===== src/rtl/clb_cfg_pkg.sv =====
// clb_cfg_pkg: shared constants and types for the CLB configuration loader.
//   - CFG_W and the bit offsets of the fields inside one CLB config word
//   - HDR_MAGIC: value of the header magic nibble
//   - state_t: loader FSM states
//   - ERR_*: values reported on err_code_o
//   - hdr_start / hdr_len: header field decoders, widened to 5 bits for range math
package clb_cfg_pkg;

  localparam int CFG_W     = 13;
  localparam int MODE_LSB  = 0;
  localparam int SELA_LSB  = 2;
  localparam int SELB_LSB  = 5;
  localparam int ROUTE_LSB = 8;
  localparam int FFEN_BIT  = 12;

  localparam logic [3:0] HDR_MAGIC = 4'hA;

  typedef enum logic [2:0] {
    ST_IDLE   = 3'd0,
    ST_LOAD   = 3'd1,
    ST_CHECK  = 3'd2,
    ST_COMMIT = 3'd3,
    ST_DRAIN  = 3'd4
  } state_t;

  localparam logic [1:0] ERR_NONE  = 2'b00;
  localparam logic [1:0] ERR_MAGIC = 2'b01;
  localparam logic [1:0] ERR_RANGE = 2'b10;
  localparam logic [1:0] ERR_CSUM  = 2'b11;

  // First CLB index addressed by a header.
  function automatic logic [4:0] hdr_start(input logic [15:0] hdr);
    return {1'b0, hdr[11:8]};
  endfunction

  // Number of data words in the frame (1..16).
  function automatic logic [4:0] hdr_len(input logic [15:0] hdr);
    return {1'b0, hdr[7:4]} + 5'd1;
  endfunction

endpackage


===== src/rtl/clb_cfg_loader.sv =====
// clb_cfg_loader: receives framed configuration words (header, N data words,
// XOR checksum) on a valid/ready stream, stages them in a shadow copy and, once
// the checksum matches, commits the whole shadow to the active CLB configuration
// in a single cycle while holding the fabric in reset.
//
// Ports
//   clk_i         system clock, rising edge
//   rst_i         asynchronous active-high reset
//   word_i        configuration stream word
//   valid_i       word_i valid
//   ready_o       loader accepts word_i (transfer on valid_i && ready_o)
//   cfg_o         active configuration, CLB k on cfg_o[13k+12:13k]
//   fabric_rst_o  active-high reset request to the CLB fabric
//   busy_o        frame in progress (FSM not idle)
//   done_o        one-cycle pulse after a successful commit
//   err_o         sticky error flag, cleared by the next accepted header
//   err_code_o    00 none, 01 bad magic, 10 range, 11 checksum
module clb_cfg_loader
  import clb_cfg_pkg::*;
#(
  parameter int NUM_CLB = 4
) (
  input  logic                     clk_i,
  input  logic                     rst_i,
  input  logic [15:0]              word_i,
  input  logic                     valid_i,
  output logic                     ready_o,
  output logic [NUM_CLB*CFG_W-1:0] cfg_o,
  output logic                     fabric_rst_o,
  output logic                     busy_o,
  output logic                     done_o,
  output logic                     err_o,
  output logic [1:0]               err_code_o
);

  localparam int         ARR_W     = NUM_CLB * CFG_W;
  localparam logic [4:0] NUM_CLB_W = 5'(NUM_CLB);

  state_t            state_r;
  logic [4:0]        idx_r;
  logic [4:0]        rem_r;
  logic [15:0]       xor_r;
  logic [ARR_W-1:0]  shadow_r;
  logic [ARR_W-1:0]  active_r;
  logic              ready_r;
  logic              busy_r;
  logic              done_r;
  logic              fab_rst_r;
  logic              err_r;
  logic [1:0]        err_code_r;

  logic              accept_s;
  logic [4:0]        hdr_start_s;
  logic [4:0]        hdr_len_s;
  logic [4:0]        hdr_end_s;

  // ready is forced low while reset is held so no word can slip in during reset.
  assign ready_o      = ready_r & ~rst_i;
  assign accept_s     = valid_i & ready_o;
  assign hdr_start_s  = hdr_start(word_i);
  assign hdr_len_s    = hdr_len(word_i);
  // S (max 15) + N (max 16) fits in 5 bits, so the range compare cannot wrap.
  assign hdr_end_s    = hdr_start_s + hdr_len_s;

  assign cfg_o        = active_r;
  assign fabric_rst_o = fab_rst_r;
  assign busy_o       = busy_r;
  assign done_o       = done_r;
  assign err_o        = err_r;
  assign err_code_o   = err_code_r;

  // Loader FSM: frame parsing, shadow staging, commit and all registered outputs.
  always_ff @(posedge clk_i or posedge rst_i) begin
    if (rst_i) begin
      state_r    <= ST_IDLE;
      idx_r      <= 5'd0;
      rem_r      <= 5'd0;
      xor_r      <= 16'h0000;
      shadow_r   <= '0;
      active_r   <= '0;
      ready_r    <= 1'b1;
      busy_r     <= 1'b0;
      done_r     <= 1'b0;
      fab_rst_r  <= 1'b1;
      err_r      <= 1'b0;
      err_code_r <= ERR_NONE;
    end else begin
      done_r <= 1'b0;
      // The fabric reset drops once the done cycle has passed; before the first
      // commit done_r never rises, so it stays asserted from reset.
      if (done_r) begin
        fab_rst_r <= 1'b0;
      end

      case (state_r)
        ST_IDLE: begin
          if (accept_s) begin
            xor_r      <= word_i;
            err_r      <= 1'b0;
            err_code_r <= ERR_NONE;
            if (word_i[15:12] != HDR_MAGIC) begin
              err_r      <= 1'b1;
              err_code_r <= ERR_MAGIC;
            end else if (hdr_end_s > NUM_CLB_W) begin
              // Swallow the rest of the frame: N data words plus the checksum.
              err_r      <= 1'b1;
              err_code_r <= ERR_RANGE;
              rem_r      <= hdr_len_s + 5'd1;
              busy_r     <= 1'b1;
              state_r    <= ST_DRAIN;
            end else begin
              idx_r      <= hdr_start_s;
              rem_r      <= hdr_len_s;
              busy_r     <= 1'b1;
              state_r    <= ST_LOAD;
            end
          end
        end

        ST_LOAD: begin
          if (accept_s) begin
            for (int k = 0; k < NUM_CLB; k++) begin
              if (idx_r == 5'(k)) begin
                shadow_r[k*CFG_W +: CFG_W] <= word_i[CFG_W-1:0];
              end
            end
            xor_r <= xor_r ^ word_i;
            idx_r <= idx_r + 5'd1;
            rem_r <= rem_r - 5'd1;
            if (rem_r == 5'd1) begin
              state_r <= ST_CHECK;
            end
          end
        end

        ST_CHECK: begin
          if (accept_s) begin
            if (word_i == xor_r) begin
              ready_r   <= 1'b0;
              fab_rst_r <= 1'b1;
              state_r   <= ST_COMMIT;
            end else begin
              // Discard the staged words so shadow mirrors active again in IDLE.
              shadow_r   <= active_r;
              err_r      <= 1'b1;
              err_code_r <= ERR_CSUM;
              busy_r     <= 1'b0;
              state_r    <= ST_IDLE;
            end
          end
        end

        ST_COMMIT: begin
          active_r  <= shadow_r;
          done_r    <= 1'b1;
          fab_rst_r <= 1'b1;
          ready_r   <= 1'b1;
          busy_r    <= 1'b0;
          state_r   <= ST_IDLE;
        end

        ST_DRAIN: begin
          if (accept_s) begin
            rem_r <= rem_r - 5'd1;
            if (rem_r == 5'd1) begin
              busy_r  <= 1'b0;
              state_r <= ST_IDLE;
            end
          end
        end

        default: begin
          ready_r <= 1'b1;
          busy_r  <= 1'b0;
          state_r <= ST_IDLE;
        end
      endcase
    end
  end

endmodule


===== config.mk =====
export PLATFORM = sky130hd
export DESIGN_NAME = clb_cfg_loader
export DESIGN_NICKNAME = d
export VERILOG_FILES = /design/src/rtl/clb_cfg_pkg.sv /design/src/rtl/clb_cfg_loader.sv
export SDC_FILE = /design/constraint.sdc
export NUM_CORES = 1
export LEC_CHECK = 0
export BUFFER_PORTS_ARGS = -buffer_cell sky130_fd_sc_hd__buf_2
export CAP_MARGIN = 20
export CORE_MARGIN = 10
export CORE_UTILIZATION = 35
export CTS_BUF_LIST = sky130_fd_sc_hd__clkbuf_4 sky130_fd_sc_hd__clkbuf_8 sky130_fd_sc_hd__clkbuf_16
export CTS_CLUSTER_SIZE = 40
export DETAILED_ROUTE_END_ITERATION = 16
export GPL_TIMING_DRIVEN = 1
export SYNTH_ARGS = -nofsm -noshare
export SYNTH_HDL_FRONTEND = slang
export SYNTH_SLANG_ARGS = --single-unit

===== constraint.sdc =====
create_clock -name clk_i -period 5.5 [get_ports clk_i]
set_clock_uncertainty 0.05 [all_clocks]
set_input_delay 0.825 -clock clk_i [delete_from_list [all_inputs] [get_ports clk_i]]
set_output_delay 0.825 -clock clk_i [all_outputs]
set_load 0.01 [all_outputs]

# ---- Word level (Yosys, flattened, before mapping)
# Index checks and enable logic that the tools add are counted.
dict set report totals {
  regBits 140
  inputBits 19
  out_inout_bits 59
  word_cells 129
}
dict set report classes {
  add_sub_neg 5
  n_lt_le_gt_ge 1
  eq_ne 25
  mux 58
  bitwise 6
  reduce_logical 19
}
# operator count
set ops {}
lappend ops {{$mux W52} 3}
lappend ops {{$pmux W52 S2} 1}
lappend ops {{$mux W13} 4}
lappend ops {{$mux W5} 8}
lappend ops {{$mux W16} 2}
lappend ops {{$pmux W16 S2} 1}
lappend ops {{$ne A2 B2 Y1 const B} 14}
lappend ops {{$reduce_and A5 Y1} 5}
lappend ops {{$mux W3} 8}
lappend ops {{$pmux W5 S2} 2}
lappend ops {{$mux W1} 17}
lappend ops {{$eq A16 B16 Y1} 1}
lappend ops {{$xor A16 B16 Y16} 1}
lappend ops {{$reduce_and A7 Y1} 2}
lappend ops {{$mux W2} 6}
lappend ops {{$pmux W3 S4} 1}
lappend ops {{$add A5 B1 Y5 const B} 2}
lappend ops {{$eq A5 B1 Y1 const B} 2}
lappend ops {{$eq A5 B2 Y1 const B} 2}
lappend ops {{$reduce_and A4 Y1} 2}
lappend ops {{$reduce_bool A2 Y1} 4}
lappend ops {{$eq A3 B2 Y1 const B} 2}
lappend ops {{$pmux W1 S2} 3}
lappend ops {{$reduce_and A3 Y1} 2}
lappend ops {{other kinds (16)} 19}

# ---- Depth between registers and ports, before layout
# Gate-level depths: netlist of the first run.
dict set report logic_depth {
  word_depth 7
  ltp_mapped 12
  mapped_depth_nobuf 11
}

# ---- Least setup slack after synthesis of the first run
# OpenSTA, ideal clock, no wires.
dict set report synth_timing {
  kind {input -> register}
  startpoint {input word_i[4]}
  endpoint {register idx_r[1]}
  setup_ps 130
  t_arrival_ps 2768
  required_time_ps 5320
  slack_ps 2552
  cell_stages 10
  path_buffers 0
  path_cell_list {ha_1 -> xnor2_1 -> inv_1 -> ha_1 -> a21oi_1 -> and3_1 -> o221ai_1 -> o21ai_0 -> and2_1 -> a31oi_1}
}
dict set report synth_via {
  elab_chain_cells 5
}
# item line_no
set synth_lines {}
lappend synth_lines {{from (decl)} clb_cfg_loader.sv:25} ;# input logic [15:0] word_i,
lappend synth_lines {{$add A4 B1 Y5} clb_cfg_pkg.sv:38} ;# return {1'b0, hdr[7:4]} + 5'd1;
lappend synth_lines {{$add A4 B5 Y5} clb_cfg_loader.sv:63} ;# assign hdr_end_s = hdr_start_s + hdr_len_s;
lappend synth_lines {{$gt A5 B3 Y1} clb_cfg_loader.sv:104} ;# end else if (hdr_end_s > NUM_CLB_W) begin
lappend synth_lines {{$ne A2 B2 Y1 (no source line)} n/a}
lappend synth_lines {{$reduce_and A5 Y1 (no source line)} n/a}
lappend synth_lines {{to (signal assigned)} clb_cfg_loader.sv:112} ;# idx_r <= hdr_start_s;
lappend synth_lines {{to (signal assigned)} clb_cfg_loader.sv:128} ;# idx_r <= idx_r + 5'd1;
lappend synth_lines {{to (decl)} clb_cfg_loader.sv:40} ;# logic [4:0] idx_r;
# Every way passes these cells.
# A chain may end at the register's enable or synchronous reset.

# ---- Worst setup path after layout of the first run
dict set report layout_timing {
  startpoint {input word_i[4]}
  endpoint {register idx_r[2]}
}
# The elaborated chain is that of the path after synthesis.

==> results of run 1 <==
synth_stat cells, types with 2 or more instances:
master     instances
a2111oi_0          2
a211oi_1           3
a21oi_1          100
a31oi_1            3
a41o_1             2
and2_1             4
and3_1             2
buf_1              3
buf_2              2
buf_6              4
clkbuf_1          28
dfrtp_1          138
dfstp_2            2
ha_1              13
inv_1             64
mux2i_1           52
nand2_1          144
nand2b_1           4
nand3_1           24
nand3b_1           3
nor2_1            10
nor2b_1           16
nor3_1            10
nor3_2             5
nor3b_1            3
nor4_1             3
o21a_1             2
o21ai_0           38
o221ai_1           3
o22ai_1            3
or3_1              4
xnor2_1            5
xor2_1            15
cell families after synthesis:
group	after synthesis	share of synthesized area, %
AO/OA/AOI/OAI	165	13.2
AND/OR/NAND/NOR	238	16.4
multiplexers	52	7.64
XOR/XNOR	20	2.57
flip-flops	140	51.4
adder cells (fa/ha/maj)	14	2.68
buffers and inverters	102	6.09
cell type report:
cell class              instances  area share (%)
well taps                     260            4.04
flip-flops and latches        140            43.5
inverters                      65            3.09
clock buffers                  20            5.63
clock inverters                12            1.72
repair buffers                 87            5.96
multi-input cells             489            36.1
metrics by stage:
step | utilization (%) | area [um^2] | instances | hold WS [ns]
after global routing | 42.5 | 8060 | 1073 | 0.443
final | 42.5 | 8060 | 1073 | 0.416
after floorplan | - | 6820 | 731 | 0.389
after detailed placement | 39.4 | 7470 | 1041 | 0.403
after global placement | 39.3 | 7440 | 1040 | 0.395
after CTS | 42.5 | 8060 | 1073 | 0.415
worst reg2reg max path, stage by stage (launching register included):
cell and delay (ns):
dfrtp_1 0.55, nor2_1 0.25, and2_2 0.19, buf_4 0.60
o21ai_1 0.32, nor3_2 0.26, buf_4 0.31, mux2i_1 0.25
metal layers:
| metal | share of wire (%) | vias to the layer above | routed length, um |
|---|---|---|---|
| met5 | 0 | - | 0 |
| met4 | 1.7 | 0 | 308 |
| met3 | 5.1 | 20 | 911 |
| met2 | 44 | 123 | 7730 |
| met1 | 50 | 2578 | 8770 |
| li1 | - | 2598 | - |
layout by cell type (no fill, tap or decap), drive strengths merged, types with 2 or more instances in the layout:
master	Yosys	layout
and2	4	4
buf	9	87
ha	13	13
or3	4	4
inv	65	68
nand2	144	144
clkinvlp	0	3
a211oi	3	3
nand3b	3	3
clkbuf	28	20
dfrtp	138	138
a31oi	3	3
a41o	2	2
nand3	24	24
bufinv	0	2
nor3	15	15
mux2i	52	52
a21oi	100	100
a2111oi	2	2
nor3b	3	3
nand2b	4	4
and3	2	2
o21ai	39	39
xor2	15	15
nor4	4	4
dfstp	2	2
o221ai	3	3
clkinv	0	4
xnor2	5	5
nor2b	16	16
nor2	10	10
o21a	2	2
o22ai	3	3
sequential cells by signal (all words and copies together) (netlist names):
name / flops
cfg_o: 52
shadow_r: 52
xor_r: 16
idx_r: 5
rem_r: 5
state_r: 3
err_code_o: 2
busy_o: 1
done_o: 1
err_o: 1
fabric_rst_o: 1
ready_r: 1
report_power, final:
group          switching, W  total (W)  internal [W]  leakage (nW)
registers                 0    0.00103       0.00103          1.66
logic             0.0000746   0.000104     0.0000297          2.13
clock network      0.000464    0.00116      0.000695         0.286
total              0.000539    0.00229       0.00175          4.08
worst max-delay path by stage:
stage | slack (ns) | cells after the start | end | from
6_report | 1.80 | 11 | idx_r[2] | word_i[4]
5_1_grt | 1.56 | 11 | idx_r[2] | word_i[5]
4_1_cts | 1.92 | 11 | idx_r[2] | word_i[5]
3_5_place_dp | 1.46 | 11 | idx_r[2] | word_i[5]
3_3_place_gp | 1.54 | 11 | idx_r[2] | word_i[4]
2_1_floorplan | 0.88 | 1 | busy_o | rst_i
==> metrics.cfg, run 1 <==
[detailed_routing]
wl_per_cell_um=16.5
routed_wl_um=17700
drt_pre_antenna_iters=5
vias=5319
detail_route.vias_per_cell=4.96
ant_nets=0
drt_iter0_markers=352
drc=0

[sta]
hold_viol=0
worst_slack_ns=1.80
setup_violations=0
period_share_pct=67.3
rsz0062_at_grt=false
max_freq_ghz=0.270
min_period_ns=3.70
fin_tns_setup_ns=0
drv_slew=0
worstMarginPinSlew_ns=0.973
slew_headroom_pct=35.2

[setup_path]
reg2reg_from=state_r[2]
slowest_stage=o221ai_1
worstPathMaxFanout=12
startpoint_type=input pin
crit_buf_inv=2
reg2reg_to=shadow_r[9]
cp-end-kind=flop
r2r_slack_ns=2.64
path_delay_family=compound AO/OA/AOI/OAI gates
required_ns=5.78
crit_chain=buf_2 > ha_1 > xnor2_1 > inv_1 > ha_1 > a21oi_1 > a21oi_1 > o221ai_1 > o21ai_0 > and2_1 > a211oi_1
critPathMaxStageDelay_ns=0.77
r2r_cells=7
criticalPathCategory=input pin to flop
critical_path_arrival_ns=3.98

[clock_tree]
cts_setup_buffers=0
cts_tree=yes
htree_levels=4
root_buffer=clkbuf_16
clkSinkCount=140
cts_made_buffers=17
hold_buffers=0
clk_pin_slew_ns=0.06
cts.repair.resized=0
clockBufferDepth=2
clk_latency_ns=0.42

[synth]
syn-num-nets=764
syn_inst=731
async_flop_share_pct=100
synth_area_mm2=0.00682
synth_cell_types=50
synth_top_area_cell=dfrtp_1
synth-seq-cells=140
yosys-top-cells-area=dfrtp_1, nand2_1, mux2i_1, a21oi_1, inv_1
synth.yosys.warnings=0
synth_enable_flop_cells=0
ys_seq_area_share_pct=51.4
synth.avg_cell_area_um2=9.32
synth_top_area_share_pct=50.7
ys.flop_type=dfrtp_1

[layout]
drive_gt1_share_pct=16.2
multiInputGateArea_mm2=0.00291
final_nets=833
regArea_mm2=0.00351
antennaDiodeCount=0
area_delta_synth_final_pct=18.3
fill_cells=1798

[global_route]
grt_max_degree=90
grt_use_met3_pct=3.74
use_met2_pct=21.0
antenna_found_initial=0
grt_pass1_vias=5239
gr-total-overflow=0
track_usage_pct=14.1
grt_use_met1_pct=19.1
top_usage_layer=met2
grt_pass1_wl_um=28800

[floorplanning]
start_util_pct=36.0
core_mm2=0.0190
io_pins=78
die_area_mm2=0.0255
die_y_um=160
num_rows=50
chipWidth_um=160

[flow_run]
drv_cap=0

[placement]
gp_congestion=0.787
dpl.hpwl_um=11700
pre_cts_ws_ns=1.46
numPortBuffers=77

[power]
power_w=0.00229
leakagePower_nw=4.08
ir_drop_mv=0.230
power_density_mw_per_mm2=284

[worst_hold_path]
min_path_cells=2
hp-class=flop to flop
holdCritStartpoint=shadow_r[14]
holdPathEnd=cfg_o[14]

[status]
outcome=completed

Note: power is estimated with default switching activity, not from simulation.
==> run 2, diff against run 1 <==
==> constraint.sdc (replaced) <==
create_clock -name clk_i -period 3 [get_ports clk_i]
set_clock_uncertainty 0.05 [all_clocks]
set_input_delay 0.45 -clock clk_i [delete_from_list [all_inputs] [get_ports clk_i]]
set_output_delay 0.45 -clock clk_i [all_outputs]
set_load 0.01 [all_outputs]
==> metrics.cfg, run 2 (synthesized netlist as in run 1, its figures left out) <==
[global_route]
grt_use_met1_pct=20.6
antenna_found_initial=0
top_usage_layer=met2
track_usage_pct=14.7
grt_pass1_vias=5306
use_met2_pct=21.5
grt_use_met3_pct=3.67
grt_pass1_wl_um=30100
grt_max_degree=69
gr-total-overflow=0

[floorplanning]
chipWidth_um=160
die_area_mm2=0.0255
core_mm2=0.0190
die_y_um=160
num_rows=50
io_pins=78
start_util_pct=36.0

[clock_tree]
clkSinkCount=140
htree_levels=4
cts_tree=yes
clockBufferDepth=2
cts.repair.resized=0
clk_pin_slew_ns=0.06
hold_buffers=0
cts_made_buffers=17
clk_latency_ns=0.42
cts_setup_buffers=0
root_buffer=clkbuf_16

[setup_path]
criticalPathCategory=input pin to flop
path_delay_family=compound AO/OA/AOI/OAI gates
worstPathMaxFanout=11
cp-startpoint=word_i[4]
reg2reg_from=state_r[2]
cpMostUsedCell=inv_1
crit_buf_inv=4
cp-end-kind=flop
startpoint_type=input pin
critPathMaxStageDelay_ns=0.44
required_ns=3.25
slowest_stage=fa_1
critical_path_arrival_ns=2.80
crit_chain=buf_2 > inv_1 > ha_1 > inv_1 > fa_1 > xor2_1 > o21ai_0 > o221ai_1 > buf_4 > a2111oi_0 > a21oi_1 > o311ai_0

[layout]
antennaDiodeCount=0
drive_gt1_share_pct=17.7
final_common_cell=nand2_1
instances_no_fill=1087
final_cell_mix=nand2_1, dfrtp_1, a21oi_1, buf_2, inv_1
utilization_pct=43.1
area_delta_synth_final_pct=19.8
fill_cells=1832
final_nets=847

[sta]
worstMarginPinSlew_ns=0.818
setup_violations=0
fin_tns_setup_ns=0
drv_slew=0
rsz0062_at_grt=false
worst_slack_ns=0.458
min_period_ns=2.54
slew_headroom_pct=45.4
period_share_pct=84.7
hold_viol=0
max_freq_ghz=0.393

[power]
leakagePower_nw=4.14
ir_drop_mv=0.458
power_w=0.00422
power_density_mw_per_mm2=517

[detailed_routing]
wl_per_cell_um=16.9
drt_iter0_markers=364
detail_route.vias_per_cell=4.95
drt_pre_antenna_iters=5
drc=0
ant_nets=0
routed_wl_um=18300
vias=5379

[placement]
dpl.hpwl_um=12300
pre_cts_ws_ns=0.0627
gp_congestion=0.826
place_inst=1055
numPortBuffers=77

[status]
outcome=completed

[flow_run]
drv_cap=0

[worst_hold_path]
hp-class=input pin to asynchronous set/reset pin

[run 2: final timing paths]
| check | end | slack [ns] | cells past startpoint |
|---|---|---|---|
| setup / recovery | rem_r[1] | 0.46 | 12 |
| hold / removal | xor_r[14] | 0.14 | 2 |
| setup reg to reg | err_code_o[1] | 0.60 | 7 |
| hold reg to reg | cfg_o[23] | 0.41 | 2 |
| max in group asynchronous | xor_r[7] | 2.04 | 3 |
| min in group clk_i | xor_r[1] | 0.28 | 3 |
[run 2: power by group]
part	internal [W]	switching [W]
logic	0.0000687	0.000143
registers	0.00189	0
clock network	0.00125	0.000875
total	0.00321	0.00102
[run 2: stage by stage]
step / instance area [um^2] / hold slack (ns)
floorplan: 6820 / 0.389
finish: 8170 / 0.139
global placement: 7580 / 0.396
global route: 8170 / 0.211
detailed placement: 7580 / 0.399
CTS: 8170 / 0.160
[run 2: cell type report]
type	instances	area (um^2)	share of cell area, %
sequential	140	3510	42.9
multi-input combinational	489	2910	35.6
timing repair buffer	101	591	7.23
clock buffer	18	433	5.30
tap	260	325	3.98
inverter	65	248	3.03
clock inverter	14	155	1.90
[run 2: worst register-to-register path: cells and delay by family (launching register included)]
kind                   cells  cell delay (ns)
AND/OR/NAND/NOR            5             1.22
flip-flops                 1             0.56
buffers and inverters      1             0.23
AO/OA/AOI/OAI              1             0.23
[run 2: routing by layer]
metal  share of wire [%]  vias up  wire, um
li1                    -     2622         -
met1                  49     2608      8990
met2                  44      128      8150
met3                 5.2       21       951
met4                 1.4        0       252
met5                   0        -         0
